<file path="config.mk">
export PLATFORM = sky130hd
export DESIGN_NAME = multicycle_ctrl
export DESIGN_NICKNAME = d
export VERILOG_FILES = /design/src/rtl/multicycle_ctrl.sv
export SDC_FILE = /design/constraint.sdc
export NUM_CORES = 1
export LEC_CHECK = 0
export ABC_AREA = 0
export BUFFER_PORTS_ARGS = -buffer_cell sky130_fd_sc_hd__buf_4
export CORE_ASPECT_RATIO = 0.75
export CORE_MARGIN = 4
export CORE_UTILIZATION = 35
export CTS_CLUSTER_SIZE = 16
export DETAILED_ROUTE_END_ITERATION = 8
export PLACE_DENSITY = 0.67
export SETUP_SLACK_MARGIN = 0.15
export SYNTH_ARGS = -nofsm -noshare
export SYNTH_HDL_FRONTEND = slang
export SYNTH_SLANG_ARGS = --single-unit
</file>
<file path="constraint.sdc">
create_clock -name clk -period 2.15 [get_ports clk]
set_clock_uncertainty 0.2 [all_clocks]
set_input_delay 0.3225 -clock clk [delete_from_list [all_inputs] [get_ports clk]]
set_output_delay 0.3225 -clock clk [all_outputs]
set_load 0.01 [all_outputs]
</file>
<file path="src/rtl/multicycle_ctrl.sv">
// Multi-cycle RV32I control FSM: FETCH/DECODE/EXEC/MEM/WB sequencing with a
// valid/ready memory port, a memory-wait timeout and sticky trap flags.
module multicycle_ctrl #(
  parameter int TIMEOUT   = 16,
  parameter bit EN_BRANCH = 1'b1
) (
  input  logic       clk,
  input  logic       rst_n,
  input  logic [6:0] opcode,
  input  logic [2:0] funct3,
  input  logic       branch_taken,
  input  logic       mem_ready,
  output logic       mem_req,
  output logic       mem_we,
  output logic       addr_sel,
  output logic       ir_write,
  output logic       pc_write,
  output logic       pc_sel,
  output logic [2:0] imm_sel,
  output logic       src_a_sel,
  output logic       src_b_sel,
  output logic       alu_set,
  output logic [2:0] alu_op,
  output logic       shamt_sel,
  output logic       reg_write,
  output logic [2:0] regd_sel,
  output logic       recode,
  output logic       illegal,
  output logic       bus_err
);
  localparam logic [6:0] OPC_OP     = 7'b0110011;
  localparam logic [6:0] OPC_OP_IMM = 7'b0010011;
  localparam logic [6:0] OPC_LUI    = 7'b0110111;
  localparam logic [6:0] OPC_AUIPC  = 7'b0010111;
  localparam logic [6:0] OPC_LOAD   = 7'b0000011;
  localparam logic [6:0] OPC_STORE  = 7'b0100011;
  localparam logic [6:0] OPC_BRANCH = 7'b1100011;
  localparam logic [6:0] OPC_JAL    = 7'b1101111;
  localparam logic [6:0] OPC_JALR   = 7'b1100111;

  localparam logic [2:0] IMM_I = 3'b000, IMM_S = 3'b001, IMM_U = 3'b010,
                         IMM_J = 3'b100, IMM_B = 3'b101;
  localparam logic [2:0] RD_MEM = 3'b000, RD_ALU = 3'b001, RD_SFT = 3'b010,
                         RD_IMM = 3'b011, RD_PC4 = 3'b100;

  localparam int TW   = (TIMEOUT > 1) ? $clog2(TIMEOUT) : 1;
  localparam int TMAX = (TIMEOUT > 0) ? TIMEOUT - 1 : 0;
  localparam logic [TW-1:0] TMAX_V = TW'(TMAX);

  typedef enum logic [2:0] {
    S_FETCH, S_DECODE, S_EXEC, S_MEM, S_WB, S_TRAP
  } state_t;

  typedef struct packed {
    logic [2:0] imm_sel;
    logic       src_a_sel;
    logic       src_b_sel;
    logic       alu_set;
    logic       shamt_sel;
    logic [2:0] regd_sel;
  } dec_t;

  state_t        state, state_nxt;
  logic [TW-1:0] timer;
  dec_t          dec;
  logic          legal, is_shift, is_store, is_branch, is_jump;
  logic          mem_req_i, ir_write_i, pc_write_i, reg_write_i;
  logic          timeout_hit, illegal_set, bus_err_set;

  // Opcode decode; the IR is stable from DECODE through WB so this stays live.
  always_comb begin
    dec      = '0;
    legal    = 1'b0;
    is_shift = funct3 inside {3'b001, 3'b101};
    case (opcode)
      OPC_OP:     begin legal = 1'b1; dec.src_a_sel = 1'b1;
                        dec.regd_sel = is_shift ? RD_SFT : RD_ALU; end
      OPC_OP_IMM: begin legal = 1'b1; dec.imm_sel = IMM_I; dec.src_a_sel = 1'b1;
                        dec.src_b_sel = 1'b1; dec.shamt_sel = 1'b1;
                        dec.regd_sel = is_shift ? RD_SFT : RD_ALU; end
      OPC_LUI:    begin legal = 1'b1; dec.imm_sel = IMM_U; dec.regd_sel = RD_IMM; end
      OPC_AUIPC:  begin legal = 1'b1; dec.imm_sel = IMM_U; dec.src_b_sel = 1'b1;
                        dec.alu_set = 1'b1; dec.regd_sel = RD_ALU; end
      OPC_LOAD:   begin legal = 1'b1; dec.imm_sel = IMM_I; dec.src_a_sel = 1'b1;
                        dec.src_b_sel = 1'b1; dec.alu_set = 1'b1; dec.regd_sel = RD_MEM; end
      OPC_STORE:  begin legal = 1'b1; dec.imm_sel = IMM_S; dec.src_a_sel = 1'b1;
                        dec.src_b_sel = 1'b1; dec.alu_set = 1'b1; end
      OPC_BRANCH: begin legal = EN_BRANCH; dec.imm_sel = IMM_B; dec.src_b_sel = 1'b1;
                        dec.alu_set = 1'b1; end
      OPC_JAL:    begin legal = EN_BRANCH; dec.imm_sel = IMM_J; dec.src_b_sel = 1'b1;
                        dec.alu_set = 1'b1; dec.regd_sel = RD_PC4; end
      OPC_JALR:   begin legal = EN_BRANCH; dec.imm_sel = IMM_I; dec.src_a_sel = 1'b1;
                        dec.src_b_sel = 1'b1; dec.alu_set = 1'b1; dec.regd_sel = RD_PC4; end
      default:    ;
    endcase
  end

  assign is_store  = (opcode == OPC_STORE);
  assign is_branch = (opcode == OPC_BRANCH);
  assign is_jump   = (opcode == OPC_JAL) || (opcode == OPC_JALR);

  assign timeout_hit = (TIMEOUT > 0) && mem_req_i && !mem_ready && (timer == TMAX_V);

  always_ff @(posedge clk or negedge rst_n) begin
    if (!rst_n) begin
      state   <= S_FETCH;
      timer   <= '0;
      illegal <= 1'b0;
      bus_err <= 1'b0;
    end else begin
      state <= state_nxt;
      // Timer only advances while a request stays unanswered in the same state.
      if (state_nxt != state || !mem_req_i || mem_ready) timer <= '0;
      else                                               timer <= timer + TW'(1);
      if (illegal_set) illegal <= 1'b1;
      if (bus_err_set) bus_err <= 1'b1;
    end
  end

  always_comb begin
    state_nxt   = state;
    illegal_set = 1'b0;
    bus_err_set = 1'b0;
    case (state)
      S_FETCH:  if (timeout_hit) begin state_nxt = S_TRAP; bus_err_set = 1'b1; end
                else if (mem_ready) state_nxt = S_DECODE;
      S_DECODE: if (legal) state_nxt = S_EXEC;
                else begin state_nxt = S_TRAP; illegal_set = 1'b1; end
      S_EXEC:   if (is_branch)                              state_nxt = S_FETCH;
                else if (is_store || opcode == OPC_LOAD)    state_nxt = S_MEM;
                else                                        state_nxt = S_WB;
      S_MEM:    if (timeout_hit) begin state_nxt = S_TRAP; bus_err_set = 1'b1; end
                else if (mem_ready) state_nxt = is_store ? S_FETCH : S_WB;
      S_WB:     state_nxt = S_FETCH;
      S_TRAP:   state_nxt = S_TRAP;
      default:  state_nxt = S_FETCH;
    endcase
  end

  always_comb begin
    mem_req_i   = 1'b0;
    ir_write_i  = 1'b0;
    pc_write_i  = 1'b0;
    reg_write_i = 1'b0;
    mem_we      = 1'b0;
    addr_sel    = 1'b0;
    pc_sel      = 1'b0;
    imm_sel     = dec.imm_sel;
    src_a_sel   = dec.src_a_sel;
    src_b_sel   = dec.src_b_sel;
    alu_set     = dec.alu_set;
    alu_op      = 3'b000;
    shamt_sel   = dec.shamt_sel;
    regd_sel    = dec.regd_sel;
    recode      = (opcode == OPC_OP);
    case (state)
      S_FETCH: begin mem_req_i = 1'b1; ir_write_i = mem_ready; end
      S_EXEC:  if (is_branch) begin pc_write_i = 1'b1; pc_sel = branch_taken; end
      S_MEM:   begin
        mem_req_i  = 1'b1;
        addr_sel   = 1'b1;
        mem_we     = is_store;
        pc_write_i = is_store && mem_ready;
      end
      S_WB:    begin reg_write_i = 1'b1; pc_write_i = 1'b1; pc_sel = is_jump; end
      default: ;
    endcase
  end

  // Strobes are masked by reset so an in-flight request dies the instant rst_n falls.
  assign mem_req   = mem_req_i   & rst_n;
  assign ir_write  = ir_write_i  & rst_n;
  assign pc_write  = pc_write_i  & rst_n;
  assign reg_write = reg_write_i & rst_n;
endmodule

</file>
==> flow_summary.ini, run 1 <==
[place]
dp_hpwl_um = 1730
place_congestion = 0.767
portBuffers = 32

[worst_setup_path]
arrival_ns = 1.52
cp.required_ns = 1.63
critical_path_class = reg2out
worst-path-max-fanout = 3
start_kind = flip-flop
critPathTopFamily = simple AND/OR/NAND/NOR gates
cpPeakStageDelay_ns = 0.41
crit_path_top_delay_cell = dfrtp_1
cp_cell_sequence = or3b_4 -> nor3_4 -> o311a_1 -> buf_4
crit_path_end_kind = output port
path_buf_inv = 1
r2r_start = timer[0]
r2r_cells = 5
r2r_end = state[2]
rrSetupSlack_ns = 0.52

[floorplan]
die-area_sq_um = 3190
die_height_um = 49.9
coreArea_sq_um = 2120
fp.dieW_um = 63.9
rows = 14
start_util = 0.387
ios = 37

[drt]
drc = 0
drt-initial-drc-count = 17
finalWirelength_um = 2270
vias = 868
viasPerCell = 5.17
wl_per_cell_um = 13.5
detail-route-antenna-nets = 0
dr.pass1.iters = 4

[logic_synthesis]
ys_ff_latch = 9
ys_async_sr_fraction = 1.00
ys_seq_area_frac = 0.275
syn_inst = 102
syn_area_sq_um = 820
ys_warn_count = 0
avgSynthCellArea_sq_um = 8.03
ys_types = 45
synth_edf_count = 0
synthFlopType = dfrtp_1

[grt]
grt_pass1_vias = 830
antenna_found_initial = 0
grt_pass1_wl_um = 3880
track_usage = 0.152
grt_max_degree = 14
grt-ovfl-total = 0

[run_status]
status = complete, no violations

[finish]
final_layout_size_suffix_gt1_frac = 0.368
layout_common_cells = buf_4, nor2_1, dfrtp_1
fillCellCount = 202
multi_input_area_sq_um = 541
nets = 152
regArea_sq_um = 225
antenna_cells = 0
syn_to_final_growth_pct = 37.7
final_common_cell = buf_4

[clock_tree]
clk_latency_ns = 0.27
cts-root-buf = clkbuf_4
clockBufferDepth = 2
numCtsBuffers = 3
numClockSinks = 9
htreeDepth = 1
cts_tree = yes
clk_pin_slew_ns = 0.06

[flow_run]
cap_violations = 0

[power]
p_leak_nw = 0.550
vdd_drop_max_mv = 0.273
total_power_mw = 0.671
powerDensity_nw_per_um2 = 594

[sta]
setup_tns_ns = 0
grt_setup_unrepaired = true
fin_crit_sh = 0.950
slew_viol_final = 0
setup_violations = 0
min_period_ns = 2.04
holdWs_ns = 0.228
hold_violations = 0
max_freq_ghz = 0.490

[worst_hold_path]
hold_path_class = in2async
-- where the power goes --
group / internal [mW] / switching, mW
clock: 0.0689 / 0.0650
combinational: 0.139 / 0.183
sequential: 0.195 / 0.0195
total: 0.404 / 0.267
-- through the flow --
stage / area (sq um) / setup WS (ns) / cells / util
final: 1130 / 0.108 / 168 / 0.532
after global routing: 1130 / 0.0439 / 168 / 0.532
after CTS: 1120 / 0.105 / 168 / 0.527
after detailed placement: 1070 / 0.153 / 162 / 0.503
after global placement: 1070 / 0.199 / 162 / 0.503
after floorplan: 827 / 0.396 / 104 / -
-- kinds of logic (layout without fill, tap and decap cells) --
family	Yosys count	after routing	synth area share
compound gates	24	24	0.220
buf+inv	13	45	0.0962
simple gates	50	50	0.347
fa+ha+maj	1	1	0.0153
xor+xnor	4	4	0.0428
flops	9	9	0.275
other cells	1	3	0.00458
-- worst max path at each step --
stage	startpoint	slack [ns]	end	cells after the start
floorplan	state[0]	0.40	pc_write	4
global route	state[0]	0.04	pc_write	4
CTS	state[0]	0.11	pc_write	4
global placement	opcode[2]	0.20	pc_write	6
finish	state[0]	0.11	pc_write	4
detailed placement	opcode[2]	0.15	pc_write	6
-- registers in the layout, indices dropped and copies added, names as in the netlist --
name and flops:
illegal 1, state 3, bus_err 1, timer 4
-- area by class of cell --
cell class | count | share of cell area
Multi-Input combinational cell | 82 | 0.479
Timing Repair Buffer | 37 | 0.248
Sequential cell | 9 | 0.200
Tap cell | 32 | 0.0355
Clock buffer | 3 | 0.0200
Inverter | 4 | 0.0133
Clock inverter | 1 | 0.00443
-- per-layer routing --
layer	GRT usage	wire [um]
met1	0.207	1090
met2	0.230	1060
met5	0	0
met3	0.0477	102
met4	0.0430	16
-- synthesized netlist by cell type, types with 3 or more instances --
cell type   n  area, sq um
nand2_1     5         18.8
dfrtp_1     9          225
nand2b_1    6         37.5
xor2_1      3         26.3
buf_2       3         15.0
nor3b_1     3         22.5
and3_1      3         18.8
o21ai_0     4         20.0
inv_1       4         15.0
nand3_1     4         20.0
nor3_1      3         15.0
nor2_1     14         52.6
buf_4       3         22.5
-- timing repair --
action | CTS | global route
gates resized for setup | 1 | 4
endpoints found under the hold margin | 9 | 0
setup buffers | 1 | 0
hold buffers | 1 | 0
endpoints found under the setup margin | 2 | 7
pin swaps | 1 | 0
(Power assumes the default switching activity.)
==> run 2: changes to the inputs <==
--- a/config.mk
+++ b/config.mk
@@ -7,12 +7,14 @@
 export LEC_CHECK = 0
 export ABC_AREA = 0
 export BUFFER_PORTS_ARGS = -buffer_cell sky130_fd_sc_hd__buf_4
+export CELL_PAD_IN_SITES_DETAIL_PLACEMENT = 0
+export CELL_PAD_IN_SITES_GLOBAL_PLACEMENT = 2
 export CORE_ASPECT_RATIO = 0.75
 export CORE_MARGIN = 4
-export CORE_UTILIZATION = 35
+export CORE_UTILIZATION = 25
 export CTS_CLUSTER_SIZE = 16
 export DETAILED_ROUTE_END_ITERATION = 8
-export PLACE_DENSITY = 0.67
+export PLACE_DENSITY = 0.84
 export SETUP_SLACK_MARGIN = 0.15
 export SYNTH_ARGS = -nofsm -noshare
 export SYNTH_HDL_FRONTEND = slang
==> run 2 against run 1 <==
  * Maximum frequency up 0.79%
  * Utilization shrank 16 points
  * Worst setup slack improved by 0.016 ns
  * First-iteration DRC count rose to 3.3 times the previous value
  * Sequential power decreased by 2%
  * Cell count is 3.0% higher
  * Wire length up 3.4%
  * Count of clock-buffer cells in the layout grew 1
  * Global-route usage fell by 3.7 points
  * Die area increased by 34%
  * Largest power group unchanged
==> flow_summary.ini, run 2 (synthesized netlist as in run 1, its figures left out) <==
[run_status]
status = complete, no violations

[power]
power_frac_clock = 0.271
p_int_mw = 0.461
p_leak_nw = 0.551
pwr-share-seq = 0.295
netSwitchingFraction = 0.356
vdd_drop_max_mv = 0.182
powerDensity_nw_per_um2 = 626
comb_power_share = 0.434
p_switching_mw = 0.254

[worst_setup_path]
r2r_end = state[2]
r2r_cells = 5
r2r_start = timer[0]
critical_path_class = reg2out
start_kind = flip-flop
crit_path_end_kind = output port
rrSetupSlack_ns = 0.53
arrival_ns = 1.50
cp.required_ns = 1.63
worst-path-max-fanout = 4

[worst_hold_path]
hold_path_class = in2async

[sta]
max_freq_ghz = 0.494
min_period_ns = 2.03
setup_violations = 0
setup_tns_ns = 0
slew_viol_final = 0
grt_setup_unrepaired = true
hold_violations = 0
fin_crit_sh = 0.942

[finish]
final_layout_size_suffix_gt1_frac = 0.341
nets = 151
largest_reg_flops = 4
final_core_util = 0.376
final_cells = 173
final_area_sq_um = 1140
layout_common_cells = buf_4, nor2_1, dfrtp_1
reg.largest.list = timer x4, state x3
antenna_cells = 0
final_common_cell = buf_4
top_register = timer
syn_to_final_growth_pct = 39.4

[floorplan]
ios = 37
die-area_sq_um = 4270
die_height_um = 57.6
rows = 17
fp.dieW_um = 74.1
coreArea_sq_um = 3040
start_util = 0.269

[drt]
drc = 0
drt-initial-drc-count = 56
dr.pass1.iters = 4
vias = 869
finalWirelength_um = 2340
detail-route-antenna-nets = 0
wl_per_cell_um = 13.5
viasPerCell = 5.02

[grt]
grt_max_degree = 14
grt_pass1_wl_um = 3910
grt_pass1_vias = 838
grt-ovfl-total = 0
antenna_found_initial = 0
track_usage = 0.116

[clock_tree]
clk_latency_ns = 0.23
cts_setup_buffers = 0
numCtsBuffers = 3
clockBufferDepth = 2
cts_tree = yes
htreeDepth = 1
numClockSinks = 9
cts-root-buf = clkbuf_8
clk_pin_slew_ns = 0.05

[place]
dp_hpwl_um = 1820
portBuffers = 32
place_congestion = 0.761
place_area_sq_um = 1070
dp_cells = 168

[flow_run]
cap_violations = 0
## run 2: how the worst max path moves through the flow
stage | from | to | slack (ns)
global route | state[2] | pc_write | 0.05
detailed placement | opcode[2] | pc_write | 0.12
CTS | state[2] | pc_write | 0.12
finish | state[2] | pc_write | 0.12
floorplan | state[0] | pc_write | 0.40
global placement | opcode[2] | pc_write | 0.17
## run 2: per-stage QoR
| stage | hold slack (ns) | setup WS (ns) | power (mW) |
|---|---|---|---|
| floorplan | -0.173 | 0.396 | 0.410 |
| global placement | -0.0344 | 0.172 | 0.516 |
| detailed placement | -0.0306 | 0.119 | 0.521 |
| CTS | 0.263 | 0.115 | 0.720 |
| global route | 0.286 | 0.0470 | 0.777 |
| finish | 0.261 | 0.124 | 0.715 |
## run 2: power groups by stage
stage,sequential [mW],clock [mW],combinational [mW]
after floorplan,0.208,0,0.201
after global placement,0.211,0,0.306
after detailed placement,0.214,0,0.307
after CTS,0.211,0.197,0.313
after global routing,0.215,0.211,0.351
final,0.211,0.194,0.311
## run 2: layout make-up
type | instances | area, sq um
fillers | 327 | 1900
flip-flops and latches | 9 | 225
well taps | 38 | 47.5
multi-input cells | 82 | 533
inverters | 4 | 15.0
clock buffers | 4 | 45.0
repair buffers | 36 | 277
## run 2: critical path, stage by stage (launching register included)
cell and delay (ns):
dfrtp_1 0.38, or3b_4 0.43, nor3_4 0.16, o311a_1 0.19, buf_4 0.12
## run 2: repair_timing
action,in CTS,in global routing
hold buffers,1,0
endpoints found under the hold margin,9,0
resized for setup,1,3
setup endpoints to repair,2,6
pin swaps,0,1
## run 2: layer usage
layer | GRT usage | up-vias | share of wire
met5 | 0 | - | 0
met4 | 0.0465 | 0 | 0.014
met3 | 0.0246 | 4 | 0.047
met2 | 0.177 | 24 | 0.47
met1 | 0.157 | 412 | 0.47
li1 | - | 429 | -
